===== src/rtl/wb_arb_pkg.sv =====
// Shared types and helpers for the round-robin Wishbone arbiter.
package wb_arb_pkg;

    typedef enum logic {IDLE, OWNED} arb_state_t;

    localparam int WB_AW = 32;
    localparam int WB_DW = 32;

    // Sized for the largest supported arbiter (4 masters); callers zero-pad.
    function automatic logic [1:0] onehot2idx(input logic [3:0] oh);
        logic [1:0] idx;
        idx = '0;
        for (int i = 0; i < 4; i++) begin
            if (oh[i]) idx = i[1:0];
        end
        return idx;
    endfunction

endpackage


===== src/rtl/rr_pick.sv =====
// Combinational round-robin picker: grants the first requester strictly after
// the one-hot last owner, wrapping around.
module rr_pick #(
    parameter int N = 2
) (
    input  logic [N-1:0] req,
    input  logic [N-1:0] last,
    output logic [N-1:0] gnt
);

    logic [N-1:0] mask_hi;
    logic [N-1:0] req_hi;
    logic [N-1:0] src;

    always_comb begin
        // Bits strictly above the last owner; empty when the owner is the top bit.
        mask_hi = ~((last << 1) - N'(1));
        req_hi  = req & mask_hi;
        src     = (|req_hi) ? req_hi : req;
        gnt     = src & (~src + N'(1));
    end

endmodule


===== src/rtl/wb_rr_arbiter.sv =====
// Round-robin Wishbone arbiter: N masters share one slave, with LOCK support
// and a strobe watchdog that terminates stalled accesses with ERR.
module wb_rr_arbiter
    import wb_arb_pkg::*;
#(
    parameter int N_MASTERS = 2,
    parameter int AW        = WB_AW,
    parameter int DW        = WB_DW,
    parameter int TIMEOUT   = 64
) (
    input  logic                     p_clk,
    input  logic                     p_resetn,
    input  logic [N_MASTERS-1:0]     m_CYC_I,
    input  logic [N_MASTERS-1:0]     m_STB_I,
    input  logic [N_MASTERS-1:0]     m_WE_I,
    input  logic [N_MASTERS-1:0]     m_LOCK_I,
    input  logic [N_MASTERS*AW-1:0]  m_ADR_I,
    input  logic [N_MASTERS*DW-1:0]  m_DAT_I,
    input  logic [N_MASTERS*DW/8-1:0] m_SEL_I,
    output logic [DW-1:0]            m_DAT_O,
    output logic [N_MASTERS-1:0]     m_ACK_O,
    output logic [N_MASTERS-1:0]     m_ERR_O,
    output logic [N_MASTERS-1:0]     m_RTY_O,
    output logic                     s_CYC_O,
    output logic                     s_STB_O,
    output logic                     s_WE_O,
    output logic                     s_LOCK_O,
    output logic [AW-1:0]            s_ADR_O,
    output logic [DW-1:0]            s_DAT_O,
    output logic [DW/8-1:0]          s_SEL_O,
    input  logic [DW-1:0]            s_DAT_I,
    input  logic                     s_ACK_I,
    input  logic                     s_ERR_I,
    input  logic                     s_RTY_I,
    output logic [N_MASTERS-1:0]     grant
);

    localparam int SW  = DW / 8;
    localparam int IW  = (N_MASTERS > 1) ? $clog2(N_MASTERS) : 1;
    localparam int WDW = (TIMEOUT > 0) ? $clog2(TIMEOUT + 1) : 1;
    localparam logic [N_MASTERS-1:0] LAST_RST = {1'b1, {(N_MASTERS-1){1'b0}}};

    arb_state_t             state_q, state_d;
    logic [N_MASTERS-1:0]   grant_q, grant_d;
    logic [N_MASTERS-1:0]   last_q, last_d;
    logic [N_MASTERS-1:0]   pick;
    logic [WDW-1:0]         wd_q, wd_d;
    logic                   wd_fire;

    logic [N_MASTERS-1:0][AW-1:0] adr_a;
    logic [N_MASTERS-1:0][DW-1:0] dat_a;
    logic [N_MASTERS-1:0][SW-1:0] sel_a;

    logic [3:0]    gnt_pad;
    logic [IW-1:0] owner;
    logic          owned;
    logic          own_cyc, own_stb, own_we, own_lock;
    logic          s_term, waiting;

    assign adr_a = m_ADR_I;
    assign dat_a = m_DAT_I;
    assign sel_a = m_SEL_I;

    rr_pick #(.N(N_MASTERS)) u_pick (
        .req  (m_CYC_I),
        .last (last_q),
        .gnt  (pick)
    );

    always_comb begin
        gnt_pad                = '0;
        gnt_pad[N_MASTERS-1:0] = grant_q;
        owner                  = IW'(onehot2idx(gnt_pad));
        owned                  = (state_q == OWNED);
        own_cyc                = |(m_CYC_I  & grant_q);
        own_stb                = |(m_STB_I  & grant_q);
        own_we                 = |(m_WE_I   & grant_q);
        own_lock               = |(m_LOCK_I & grant_q);
        s_term                 = s_ACK_I | s_ERR_I | s_RTY_I;
        waiting                = own_cyc & own_stb & ~s_term;
    end

    // A slave termination in the timeout cycle clears 'waiting', so the slave wins.
    if (TIMEOUT > 0) begin : g_wd
        always_comb begin
            wd_fire = waiting && (wd_q == WDW'(TIMEOUT - 1));
            wd_d    = (waiting && !wd_fire) ? wd_q + WDW'(1) : '0;
        end
    end else begin : g_no_wd
        always_comb begin
            wd_fire = 1'b0;
            wd_d    = '0;
        end
    end

    always_comb begin
        state_d = state_q;
        grant_d = grant_q;
        last_d  = last_q;
        case (state_q)
            IDLE: begin
                if (|m_CYC_I) begin
                    grant_d = pick;
                    state_d = OWNED;
                end
            end
            OWNED: begin
                // CYC low under LOCK keeps the bus for the locked sequence.
                if (!own_cyc && !own_lock) begin
                    grant_d = '0;
                    last_d  = grant_q;
                    state_d = IDLE;
                end
            end
            default: begin
                grant_d = '0;
                state_d = IDLE;
            end
        endcase
    end

    always_ff @(posedge p_clk or negedge p_resetn) begin
        if (!p_resetn) begin
            state_q <= IDLE;
            grant_q <= '0;
            last_q  <= LAST_RST;
            wd_q    <= '0;
        end else begin
            state_q <= state_d;
            grant_q <= grant_d;
            last_q  <= last_d;
            wd_q    <= wd_d;
        end
    end

    always_comb begin
        s_CYC_O  = own_cyc;
        s_STB_O  = own_cyc & own_stb & ~wd_fire;
        s_WE_O   = own_we;
        s_LOCK_O = own_lock;
        s_ADR_O  = owned ? adr_a[owner] : '0;
        s_DAT_O  = owned ? dat_a[owner] : '0;
        s_SEL_O  = owned ? sel_a[owner] : '0;
        m_DAT_O  = s_DAT_I;
        m_ACK_O  = grant_q & {N_MASTERS{s_ACK_I}};
        m_ERR_O  = grant_q & {N_MASTERS{s_ERR_I | wd_fire}};
        m_RTY_O  = grant_q & {N_MASTERS{s_RTY_I}};
        grant    = grant_q;
    end

    always_ff @(posedge p_clk) begin
        if (p_resetn) assert ($onehot0(grant_q));
    end

endmodule


===== config.mk =====
export PLATFORM = sky130hd
export DESIGN_NAME = wb_rr_arbiter
export DESIGN_NICKNAME = d
export VERILOG_FILES = /design/src/rtl/wb_arb_pkg.sv /design/src/rtl/rr_pick.sv /design/src/rtl/wb_rr_arbiter.sv
export SDC_FILE = /design/constraint.sdc
export NUM_CORES = 1
export LEC_CHECK = 0
export ABC_CLOCK_PERIOD_IN_PS = 1300
export BUFFER_PORTS_ARGS = -buffer_cell sky130_fd_sc_hd__buf_2
export CAP_MARGIN = 0
export CORE_AREA = 2 2 112 114
export CTS_BUF_LIST = sky130_fd_sc_hd__clkbuf_8
export CTS_CLUSTER_SIZE = 24
export DETAILED_ROUTE_END_ITERATION = 16
export DIE_AREA = 0 0 114 116
export HOLD_SLACK_MARGIN = 0.15
export MAX_ROUTING_LAYER = met4
export PLACE_DENSITY = 0.62
export REMOVE_ABC_BUFFERS = 1
export SYNTH_ARGS = -nofsm -noshare
export SYNTH_HDL_FRONTEND = slang
export SYNTH_SLANG_ARGS = --single-unit

===== constraint.sdc =====
create_clock -name p_clk -period 1.3 [get_ports p_clk]
set_input_delay 0.26 -clock p_clk [delete_from_list [all_inputs] [get_ports p_clk]]
set_output_delay 0.26 -clock p_clk [all_outputs]
set_load 0.01 [all_outputs]

* Word-level counts from Yosys, hierarchy flattened *
Index checks and enable logic that the tools add are counted.

word-level totals
  bits in registers = 11
  bits in latches = 0
  RAM bits = 0
  bits in read-only memories = 0
  input bits = 181
  output and inout bits = 112
  logic and storage cells = 63
  memories kept = 0

operators by class
  add/sub/neg operators = 3
  multiply operators = 0
  div/mod/pow operators = 0
  $lt $le $gt $ge = 1
  equal/unequal tests = 3
  shifts and indexed selects = 0
  multiplexer cells = 18
  bitwise logic cells = 20
  reduce and logical (&&, ||, !) cells = 14

operators with widths
  kind                   count
  $mux W32               6
  $and A2 B2 Y2          9
  $mux W4                3
  $reduce_or A2 Y1       6
  $add A7 B1 Y7 const B  1
  $eq A7 B6 Y1 const B   1
  $mux W7                1
  $mux W2                3
  $not A2 Y2             2
  $pmux W2 S2            1
  $reduce_and A2 Y1      2
  $and A1 B1 Y1          3
  $logic_and A1 B1 Y1    3
  $logic_not A1 Y1       3
  $mux W1                3
  $not A1 Y1             3
  $or A1 B1 Y1           3
  $add A2 B1 Y2 const B  1
  $lt A1 B2 Y1 const B   1
  $ne A2 B1 Y1 const B   1
  $ne A2 B2 Y1 const B   1
  $pmux W1 S2            1
  $sub A2 B1 Y2 const B  1

* Logic depth before layout (Yosys ltp) *
Gate-level depths: netlist of the first run.

  word-level depth = 10
  mapped depth = 5
  gate-level depth less buffers = 5

* By module *
A second synthesis of the first run with hierarchy kept.

second synthesis, totals
  cell total of the unflattened synthesis = 260
  area total of the unflattened synthesis = 2,129.5 um2

modules (own cells, without submodules)
  module         instances  cells each  area an instance (um2)  seq. area each (um2)
  wb_rr_arbiter  1          257         2,110.8                 301.5
  rr_pick        1          3           18.8                    0.0

* Least setup slack after synthesis of the first run *
No wires, ideal clock.

  path type = register to output
  from = register wd_q[0]
  to = output port m_ERR_O[0]
  arrival time = 1.283 ns
  data required time = 1.040 ns
  setup slack = -0.243 ns
  stages on the path, launching flop included = 6
  buffers on the path = 0
  cells stage by stage = dfrtp_1 ha_1 nand2_1 nor3_4 o211ai_2 a21boi_1

between the ends
  word-level cells in the longest chain between the ends = 4

RTL lines
  item                    RTL line              text
  from (decl)             wb_rr_arbiter.sv:47   logic [WDW-1:0] wd_q, wd_d;
  from (signal assigned)  wb_rr_arbiter.sv:132  wd_q <= wd_d;
  $eq A7 B6 Y1            wb_rr_arbiter.sv:86   wd_fire = waiting && (wd_q == WDW'(TIMEOUT - 1));
  $logic_and A1 B1 Y1     wb_rr_arbiter.sv:86
  $or A1 B1 Y1            wb_rr_arbiter.sv:146  m_ERR_O = grant_q & {N_MASTERS{s_ERR_I | wd_fire}};
  $and A2 B2 Y2           wb_rr_arbiter.sv:146
  to (decl)               wb_rr_arbiter.sv:22   output logic [N_MASTERS-1:0] m_ERR_O,

Every way passes these cells.

* Worst setup path after layout of the first run *
  from = register grant_q[1] (netlist: grant[1])
  to = output port m_ERR_O[1]

between the ends
  word-level cells in the longest chain between the ends = 7
  elaborated cells between the ends (all ways) = 9
  classes of those cells = bitwise (6); reduce/logical (3)

RTL lines
  item                                        RTL line                                  text
  from (decl)                                 wb_rr_arbiter.sv:44                       logic [N_MASTERS-1:0] grant_q, grant_d;
  from (signal assigned)                      wb_rr_arbiter.sv:130                      grant_q <= grant_d;
  $and A2 B2 Y2, on equally long branches     wb_rr_arbiter.sv:75, wb_rr_arbiter.sv:76
  $reduce_or A2 Y1, on equally long branches  wb_rr_arbiter.sv:75, wb_rr_arbiter.sv:76
  $and A1 B1 Y1 (2 in a row)                  wb_rr_arbiter.sv:80                       waiting = own_cyc & own_stb & ~s_term;
  $logic_and A1 B1 Y1                         wb_rr_arbiter.sv:86
  $or A1 B1 Y1                                wb_rr_arbiter.sv:146
  $and A2 B2 Y2 *                             wb_rr_arbiter.sv:146

Every way passes the cells marked *; elsewhere a longest branch is shown, timed or not.

==> reports/metrics.cfg, run 1 <==
[clocking]
clk_path_buf_depth=2
cts.sinks=11
htree_num_levels=1
cts_tree=done
clk_root_buffer_cell=clkbuf_8
clk_latency_ns=0.24
cts_buffers=3
path_clk_slew_ns=0.05

[sta]
worst_hold_slack_ns=0.411
setup_viol=90
grt_setup_unrepaired=true
worst_slew_pin_slew_ns=0.258
fin_tns_setup_ns=-28.97
finalCriticalPeriod_ns=1.72
max_freq_ghz=0.582
fin_skew_ns=0.00169
final_max_slew_viol_count=0
worst_slack_ns=-0.418
finalHoldViolCount=0
relSlewSlack=0.828
period_share=1.32

[synthesis]
mappedNetlistArea_um2=1940
synth_area_leaders=mux2i_1 (35%), dfrtp_1 (14%), nor2_1 (14%), buf_4 (13%), buf_6 (4.6%)
yosysMostFrequentCell=nor2_1
seq_area_frac_synth=0.142
synth_cell_type_count=29
async_flop_share=1.00
synth_seq_cells=11
ys.flop_type=dfrtp_1
yosys_warnings=0
avgSynthCellArea_um2=7.80
synth-edff-count=0
synth.top_cells.by_count=nor2_1 (73), mux2i_1 (68), buf_4 (34)
yosys.area.top_type=mux2i_1
yosys.area.top_type_share=0.350
synth_cells=249

[status]
failed_checks=setup timing
status=complete, but fails checks

[global_route]
antenna_found_initial=0
track_usage=0.130
grt_pass1_vias=2328
gr-total-overflow=0
grt_pass1_wl_um=12600
grt_max_degree=37

[final_layout]
drive_gt1_frac=0.637
area_growth_pct=86.0
final_area_um2=3610
nets=659
fillers=1307
fin_util=0.303
insertedDiodeCount=0

[setup_path]
worst_r2r_startpoint=grant[1]
critPathKind=reg2out
end_kind=output port
worst_r2r_path_depth=7
worstPathArrival_ns=1.46
regToRegEndpoint=grant[0]
worstPathMaxFanout=6
crit_required_ns=1.04
startpoint_type=flip-flop
rrSetupSlack_ns=-0.30

[floorplan]
top_level_ports=293
core.rowCount=40
fp.dieH_um=116
die_w_um=114
start_util=0.163
core_area_um2=11900
die_area_um2=13200

[route]
drc=0
wl_um=9350
vias=2561
routed_via_density=4.11
dr.pass1.iters=4
avgRoutedWirePerCell_um=15.0
ant_nets=0
drt_iter0_markers=105

[pwr]
cellPowerDensity_nw_per_um2=1820
vdd_drop_max_mv=0.612
power.leakage_nw=1.95

[placement]
place_ws_ns=-0.224
place_hpwl_um=7160
port_buffers=228
place_congestion=0.794
placed_cell_area_um2=3140

[worst_hold_path]
hold_class=in2async

[job]
drv_cap=0

-- timing repair --
item,4_1_cts,5_1_grt
hold buffers,1,0
hold endpoints to repair,11,0
pin swaps,8,7
setup buffers,8,5
resized for setup,25,20
setup endpoints to repair,84,90
cloned,7,1
-- per-stage QoR --
stage	instances	total power, mW
floorplan	200	2.55
global placement	600	4.96
detailed placement	600	4.97
CTS	619	6.45
global route	623	7.05
finish	623	6.57
-- critical path: stages (launching register included) --
cell      delay (ns)
dfrtp_4         0.52
buf_4           0.16
nand2_2         0.07
nor2_4          0.05
o211ai_2        0.19
a21boi_1        0.08
buf_2           0.14
-- logic make-up after synthesis --
group	after synthesis	synth area share
xor gates and xnor gates	4	0.0180
adders and majority gates	1	0.00644
AOI/OAI and AO/OA	14	0.0657
and+or+nand+nor	97	0.213
buffers and inverters	53	0.199
DFF	11	0.142
muxes	69	0.356
-- how the worst max path moves through the flow --
| stage | end | startpoint |
|---|---|---|
| detailed placement | m_ERR_O[0] | wd_q[0] |
| floorplan | m_ERR_O[0] | grant[1] |
| global route | m_ERR_O[1] | wd_q[0] |
| CTS | s_CYC_O | grant[1] |
| global placement | m_ERR_O[1] | wd_q[0] |
| finish | m_ERR_O[1] | grant[1] |
-- state kept, by name, summed over array words and instances (netlist names) --
signal and count:
owned 1, wd_q 7, last_q 1, grant 2
-- layer usage --
layer / global-route usage / share of wire / wire length, µm
met5: - / 0 / 0
met4: 0.0163 / 0.0036 / 34
met3: 0.0675 / 0.12 / 1100
met2: 0.191 / 0.46 / 4300
met1: 0.162 / 0.42 / 3910
-- layout make-up --
class | instances | area, µm² | area share
Sequential cell | 11 | 280 | 0.0775
Clock inverter | 1 | 5.00 | 0.00138
Tap cell | 147 | 184 | 0.0509
Inverter | 4 | 15.0 | 0.00415
Clock buffer | 3 | 41.3 | 0.0114
Multi-Input combinational cell | 185 | 1340 | 0.371
Timing Repair Buffer | 272 | 1750 | 0.484
-- power by group --
part | leakage, nW | internal [mW] | switching [mW]
Clock | 0.0255 | 0.211 | 0.139
Sequential | 0.145 | 0.415 | 0.104
Combinational | 1.78 | 3.02 | 2.68
-- cell usage in the layout (no fill, tap or decap), types with 3 or more instances in the layout --
cell,n
buf_2,222
nor2_1,73
mux2i_1,64
buf_4,25
buf_6,11
dfrtp_1,9
buf_16,8
mux2i_2,4
nand3_1,4
nor3_1,4
a22oi_2,3
nand2_2,3
and2_4,3
a21boi_1,3
clkbuf_8,3
No activity file was read; power rests on OpenSTA's default activity.
==> inputs of run 2 (changes only) <==
--- a/config.mk
+++ b/config.mk
@@ -5,17 +5,17 @@
 export SDC_FILE = /design/constraint.sdc
 export NUM_CORES = 1
 export LEC_CHECK = 0
-export ABC_CLOCK_PERIOD_IN_PS = 1300
+export ABC_AREA = 1
 export BUFFER_PORTS_ARGS = -buffer_cell sky130_fd_sc_hd__buf_2
 export CAP_MARGIN = 0
-export CORE_AREA = 2 2 112 114
+export CORE_AREA = 2 2 115 117
 export CTS_BUF_LIST = sky130_fd_sc_hd__clkbuf_8
 export CTS_CLUSTER_SIZE = 24
 export DETAILED_ROUTE_END_ITERATION = 16
-export DIE_AREA = 0 0 114 116
+export DIE_AREA = 0 0 117 119
 export HOLD_SLACK_MARGIN = 0.15
 export MAX_ROUTING_LAYER = met4
-export PLACE_DENSITY = 0.62
+export PLACE_DENSITY = 0.59
 export REMOVE_ABC_BUFFERS = 1
 export SYNTH_ARGS = -nofsm -noshare
 export SYNTH_HDL_FRONTEND = slang
==> run 2 against run 1 <==
Against the previous run:
- the flow still finishes with violations (setup timing)
- sequential power decreased by 3%
- wire length rose by 29%
- register-to-register slack gained 0.24 ns
- area after synthesis decreased by 4.7%
- die area is 5.3% higher
- largest cell class unchanged
==> reports/metrics.cfg, run 2 <==
[synthesis]
synth_seq_cells=11  ; unchanged
async_flop_share=1.00  ; unchanged
yosysMostFrequentCell=nor2_1  ; unchanged
seq_area_frac_synth=0.149  ; was 0.142
yosys_warnings=0  ; unchanged
avgSynthCellArea_um2=5.41  ; was 7.80 µm²
yosys.area.top_type_share=0.298  ; was 0.350
synth.top_cells.by_count=nor2_1 (147), o21ai_0 (71), buf_4 (36)  ; was nor2_1 (73), mux2i_1 (68), buf_4 (34)
yosys.area.top_type=nor2_1  ; was mux2i_1
synth_cell_type_count=25  ; was 29
ys.flop_type=dfrtp_1  ; unchanged
synth-edff-count=0  ; unchanged
synth_area_leaders=nor2_1 (30%), o21ai_0 (19%), dfrtp_1 (15%), buf_4 (15%), nand2_1 (4.3%)  ; was mux2i_1 (35%), dfrtp_1 (14%), nor2_1 (14%), buf_4 (13%), buf_6 (4.6%)
mappedNetlistArea_um2=1850  ; was 1940 µm²
synth_cells=342  ; was 249

[setup_path]
cp_cell_sequence=buf_6 > nand2_4 > nand2_4 > nand2_4 > nor2_4 > nand2_2 > a21oi_2 > buf_2  ; was buf_4 > nand2_2 > nor2_4 > o211ai_2 > a21boi_1 > buf_2
end_kind=output port  ; unchanged
startpoint_type=flip-flop  ; unchanged
crit_required_ns=1.04  ; about the same
regToRegEndpoint=grant[1]  ; was grant[0]
worstPathMaxFanout=5  ; was 6
worst_r2r_path_depth=9  ; was 7
worstPathArrival_ns=1.43  ; was 1.46 ns
worst_r2r_startpoint=grant[1]  ; unchanged
cp_common_cell=nand2_4
rrSetupSlack_ns=-0.06  ; was -0.30 ns
path_delay_family=flip-flops  ; unchanged
path_buf_inv=2  ; unchanged
cp.depth=8  ; was 6
cpMaxStageDelayCell=dfrtp_2  ; was dfrtp_4
worst_path_largest_cell_delay_ns=0.44  ; was 0.52 ns
critPathKind=reg2out  ; unchanged

[placement]
place_ws_ns=-0.208  ; was -0.224 ns
place_hpwl_um=9870  ; was 7160 µm
placedCellCount=724  ; was 600
place_congestion=0.835  ; was 0.794
port_buffers=228  ; unchanged

[clocking]
cts.sinks=11  ; unchanged
htree_num_levels=1  ; unchanged
cts_buffers=3  ; unchanged
clk_latency_ns=0.24  ; about the same
clk_root_buffer_cell=clkbuf_8  ; unchanged
path_clk_slew_ns=0.05  ; about the same
clk_path_buf_depth=2  ; unchanged
cts_tree=done  ; unchanged

[final_layout]
fillers=1432  ; was 1307
multi_input_area_um2=1430  ; was 1340 µm²
drive_gt1_frac=0.621  ; was 0.637
sequential_cell_area_um2=279  ; was 280 µm²
most-common-layout-cells=buf_2 (220), nor2_1 (97), o21ai_0 (66)  ; was buf_2 (222), nor2_1 (73), mux2i_1 (64)
fin_util=0.289  ; was 0.303
layoutNonFillerInstCount=737  ; was 623
top_register=wd_q  ; unchanged
final_common_cell=buf_2  ; unchanged
largest_reg_flops=7  ; unchanged
nets=743  ; was 659
area_growth_pct=101  ; was 86.0%

[route]
avgRoutedWirePerCell_um=16.3  ; was 15.0 µm
vias=2994  ; was 2561
drt_iter0_markers=104  ; was 105
routed_via_density=4.06  ; was 4.11
route.met3.wl_um=2040  ; was 1100 µm
wl_met2_um=5140  ; was 4300 µm
ant_nets=0  ; unchanged
wl_met1_um=4700  ; was 3910 µm
top_layer_used=met4  ; unchanged
dr.pass1.iters=4  ; unchanged
drc=0  ; unchanged
wl_um=12000  ; was 9350 µm

[global_route]
antenna_found_initial=1  ; was 0
grt_pass1_vias=2607  ; was 2328
gr-total-overflow=0  ; unchanged
grt_pass1_wl_um=16000  ; was 12600 µm
track_usage=0.162  ; was 0.130
grt_max_degree=40  ; was 37

[floorplan]
top_level_ports=293  ; unchanged
fp.dieH_um=119  ; was 116 µm
die_w_um=117  ; was 114 µm
start_util=0.144  ; was 0.163
die_area_um2=13900  ; was 13200 µm²
core_area_um2=12900  ; was 11900 µm²
core.rowCount=42  ; was 40

[pwr]
cellPowerDensity_nw_per_um2=1960  ; was 1820 nW/µm²
power.total_mw=7.31  ; was 6.57 mW
vdd_drop_max_mv=0.685  ; was 0.612 mV
power.leakage_nw=1.99  ; was 1.95 nW

[sta]
worst_slack_ns=-0.394  ; was -0.418 ns
worst_hold_slack_ns=0.322  ; was 0.411 ns
final_max_slew_viol_count=0  ; unchanged
fin_skew_ns=0.00507  ; was 0.00169 ns
worst_slew_pin_slew_ns=0.386  ; was 0.258 ns
max_freq_ghz=0.590  ; was 0.582 GHz
relSlewSlack=0.740  ; was 0.828
grt_setup_unrepaired=true  ; unchanged
setup_viol=82  ; was 90
period_share=1.30  ; was 1.32
finalHoldViolCount=0  ; unchanged
finalCriticalPeriod_ns=1.69  ; was 1.72 ns

[status]
failed_checks=setup timing  ; unchanged
status=complete, but fails checks  ; unchanged

[worst_hold_path]
hold_end=grant[1]
min_from=m_CYC_I[1]
hold_class=in2reg  ; was in2async
whs_path_depth=3

[job]
drv_cap=0  ; unchanged

[run 2: cell types whose count changed in the layout (fill, tap and decap cells not counted), sizes merged, moves of 2 or more]
cell,previous run,this run
o21ai,2,73
mux2i,68,0
inv,4,14
and2,4,0
a21boi,3,0
nor3,6,1
a21oi,1,3
nand2,5,26
nor2,74,148
buf,270,267
a32o,2,0
a22oi,3,0
[run 2: where the power goes]
| group | switching [mW] | internal, mW | leakage, nW | total, mW |
|---|---|---|---|---|
| clock | 0.130 | 0.207 | 0.0269 | 0.337 |
| combinational | 3.53 | 2.93 | 1.82 | 6.47 |
| sequential | 0.0897 | 0.414 | 0.144 | 0.504 |
| total | 3.75 | 3.55 | 1.99 | 7.31 |
[run 2: worst max path at each step]
stage | startpoint | endpoint | slack, ns
2_1_floorplan | grant[1] | m_ERR_O[1] | -1.31
3_3_place_gp | grant[1] | s_SEL_O[0] | -0.22
3_5_place_dp | grant[1] | s_SEL_O[0] | -0.21
4_1_cts | grant[1] | s_DAT_O[26] | -0.39
5_1_grt | grant[1] | m_ERR_O[1] | -0.47
6_report | grant[1] | m_ERR_O[1] | -0.39
[run 2: logic make-up after synthesis]
family | after synthesis | synth area share
adders and majority gates | 1 | 0.00676
DFF | 11 | 0.149
xor gates and xnor gates | 2 | 0.00946
AOI/OAI and AO/OA | 79 | 0.223
and+or+nand+nor | 181 | 0.391
buffers and inverters | 68 | 0.221
[run 2: area by class of cell]
type / count / share of cell area
multi-input combinational: 263 / 0.384
inverter: 13 / 0.0145
clock buffer: 3 / 0.0111
antenna: 1 / 0.000672
sequential: 11 / 0.0750
tap: 176 / 0.0592
timing repair buffer: 269 / 0.455
clock inverter: 1 / 0.00101
[run 2: per-layer routing]
| metal | vias up | GRT usage |
|---|---|---|
| li1 | 1490 | - |
| met1 | 1324 | 0.171 |
| met5 | - | - |
| met4 | 0 | 0.0118 |
| met2 | 174 | 0.246 |
| met3 | 6 | 0.132 |
[run 2: through the flow]
stage | setup TNS, ns | area, µm²
4_1_cts | -25.52 | 3500
5_1_grt | -30.64 | 3720
3_5_place_dp | -4.65 | 3180
3_3_place_gp | -4.12 | 3180
6_report | -24.35 | 3720
2_1_floorplan | -94.80 | 1490
[run 2: worst min-delay path, delay by kind of cell]
kind	cells	cell delay (ns)
buffers and inverters	1	0.14
and+or+nand+nor	2	0.13
[run 2: timing repair]
action,in CTS,in global routing
hold buffers,1,0
setup endpoints to repair,83,90
pin swaps,35,26
resized for setup,67,58
hold endpoints to repair,11,0
gates cloned,1,1
buffers inserted,4,7
==> inputs of run 3 (changes only) <==
--- a/config.mk
+++ b/config.mk
@@ -6,7 +6,7 @@
 export NUM_CORES = 1
 export LEC_CHECK = 0
 export ABC_AREA = 1
-export BUFFER_PORTS_ARGS = -buffer_cell sky130_fd_sc_hd__buf_2
+export BUFFER_PORTS_ARGS = -buffer_cell sky130_fd_sc_hd__buf_4
 export CAP_MARGIN = 0
 export CORE_AREA = 2 2 115 117
 export CTS_BUF_LIST = sky130_fd_sc_hd__clkbuf_8
==> run 3 against run 2 <==
Against the previous run:
- the flow still finishes with violations (setup timing)
- clock power hardly changed
- power grew 9.5%
- register-to-register slack gained 0.02 ns
- non-clock buffer count up 5
- largest power group unchanged
- critical path type unchanged
==> reports/metrics.cfg, run 3 (synthesis results as in run 2) <==
[status]
status=complete, but fails checks  ; unchanged
failed_checks=setup timing  ; unchanged

[worst_hold_path]
hold_class=in2reg  ; unchanged

[route]
routed_via_density=4.00  ; was 4.06
drt_iter0_markers=88  ; was 104
dr.pass1.iters=4  ; unchanged
drc=0  ; unchanged
wl_um=12600  ; was 12000 µm
ant_nets=0  ; unchanged
vias=2965  ; was 2994
avgRoutedWirePerCell_um=16.9  ; was 16.3 µm

[setup_path]
end_kind=output port  ; unchanged
worstPathMaxFanout=7  ; was 5
worstPathArrival_ns=1.47  ; was 1.43 ns
crit_required_ns=1.04  ; about the same
startpoint_type=flip-flop  ; unchanged
critPathKind=reg2out  ; unchanged

[pwr]
power_frac_comb=0.895  ; was 0.885
p_int_mw=4.23  ; was 3.55 mW
vdd_drop_max_mv=0.599  ; was 0.685 mV
power.leakage_nw=2.19  ; was 1.99 nW
switching_share=0.471  ; was 0.514
pwr-share-clk=0.042  ; was 0.046
cellPowerDensity_nw_per_um2=1920  ; was 1960 nW/µm²
switchingPower_mw=3.77  ; was 3.75 mW
p_seq_frac=0.064  ; was 0.069

[final_layout]
area_growth_pct=125  ; was 101%
nets=748  ; was 743
most-common-layout-cells=buf_4 (244), nor2_1 (137), o21ai_0 (42)  ; was buf_2 (220), nor2_1 (97), o21ai_0 (66)
drive_gt1_frac=0.570  ; was 0.621
final_common_cell=buf_4  ; was buf_2
top_register=wd_q  ; unchanged
final_area_um2=4170  ; was 3720 µm²
insertedDiodeCount=0  ; was 1
largest_reg_flops=7  ; unchanged

[global_route]
grt_max_degree=42  ; was 40
antenna_found_initial=0  ; was 1
track_usage=0.169  ; was 0.162
grt_pass1_wl_um=16700  ; was 16000 µm
grt_pass1_vias=2721  ; was 2607
gr-total-overflow=0  ; unchanged

[floorplan]
core_area_um2=12900  ; unchanged
fp.dieH_um=119  ; unchanged
die_w_um=117  ; unchanged
core.rowCount=42  ; unchanged
start_util=0.144  ; unchanged
die_area_um2=13900  ; unchanged
top_level_ports=293  ; unchanged

[sta]
finalCriticalPeriod_ns=1.73  ; was 1.69 ns
setup_viol=85  ; was 82
fin_tns_setup_ns=-25.94  ; was -24.35 ns
finalHoldViolCount=0  ; unchanged
max_freq_ghz=0.577  ; was 0.590 GHz
fin_skew_ns=0.00496  ; was 0.00507 ns
relSlewSlack=0.780  ; was 0.740
worst_slew_pin_slew_ns=0.327  ; was 0.386 ns
worst_slack_ns=-0.434  ; was -0.394 ns
grt_setup_unrepaired=true  ; unchanged
final_max_slew_viol_count=0  ; unchanged
period_share=1.33  ; was 1.30

[clocking]
cts_buffers=3  ; unchanged
clk_path_buf_depth=2  ; unchanged
cts.sinks=11  ; unchanged
clk_latency_ns=0.24  ; about the same
path_clk_slew_ns=0.05  ; about the same
htree_num_levels=1  ; unchanged
cts_tree=done  ; unchanged
clk_root_buffer_cell=clkbuf_8  ; unchanged

[placement]
place_hpwl_um=10500  ; was 9870 µm
place_congestion=0.816  ; was 0.835
port_buffers=228  ; unchanged
placed_cell_area_um2=3800  ; was 3180 µm²

[job]
drv_cap=0  ; unchanged

## run 3: repair_timing
action | in CTS | in global routing
pin swaps | 12 | 7
gates resized for setup | 56 | 41
setup buffers | 3 | 4
gates cloned | 1 | 1
hold buffers | 1 | 0
hold endpoints to repair | 11 | 0
setup endpoints to repair | 86 | 90
## run 3: worst paths after layout
| path | cells past startpoint | slack (ns) | to | from |
|---|---|---|---|---|
| setup / recovery | 6 | -0.43 | s_DAT_O[2] | grant[1] |
| hold / removal | 3 | 0.29 | grant[0] | m_CYC_I[0] |
| setup reg to reg | 7 | -0.04 | wd_q[5] | wd_q[0] |
| hold reg to reg | 2 | 0.50 | last_q[0] | last_q[0] |
| max in group asynchronous | 2 | 0.75 | grant[1] | p_resetn |
| min in group asynchronous | 2 | 0.39 | last_q[0] | p_resetn |
## run 3: layer usage
metal / track usage / wire length [µm] / up-vias / part of all wire
met5: - / 0 / - / 0
met4: 0.0140 / 78 / 0 / 0.0062
met3: 0.126 / 2220 / 8 / 0.18
met2: 0.266 / 5690 / 174 / 0.45
met1: 0.178 / 4560 / 1287 / 0.36
li1: - / - / 1496 / -
## run 3: power by group through the flow
stage | clock network [mW] | registers (mW) | logic, mW
after CTS | 0.347 | 0.500 | 6.88
after global placement | 0 | 0.497 | 6.35
after floorplan | 0 | 0.786 | 2.19
after detailed placement | 0 | 0.501 | 6.34
final | 0.335 | 0.508 | 7.15
after global routing | 0.365 | 0.518 | 7.80
## run 3: final cells by class
cell class              count  area, µm²
flip-flops and latches     11        278
fillers                  1401       8710
repair buffers            274       2260
well taps                 176        220
inverters                  13       56.3
clock inverters             1       3.75
multi-input cells         263       1300
clock buffers               3       41.3
## run 3: metrics by stage
step	util	hold slack, ns	worst slack (ns)	instances	total power, mW
2_1_floorplan	-	-0.0356	-1.31	287	2.98
5_1_grt	0.324	0.299	-0.493	741	8.68
3_5_place_dp	0.295	0.104	-0.238	729	6.84
4_1_cts	0.311	0.292	-0.433	738	7.72
6_report	0.324	0.291	-0.434	741	8.00
3_3_place_gp	0.295	0.106	-0.237	729	6.85
## run 3: critical path: stages, from the launching register on
cell and delay (ns):
dfrtp_2 0.48, buf_4 0.17, clkbuf_16 0.15, o21ai_1 0.12
nor2_1 0.05, buf_4 0.14, buf_6 0.12
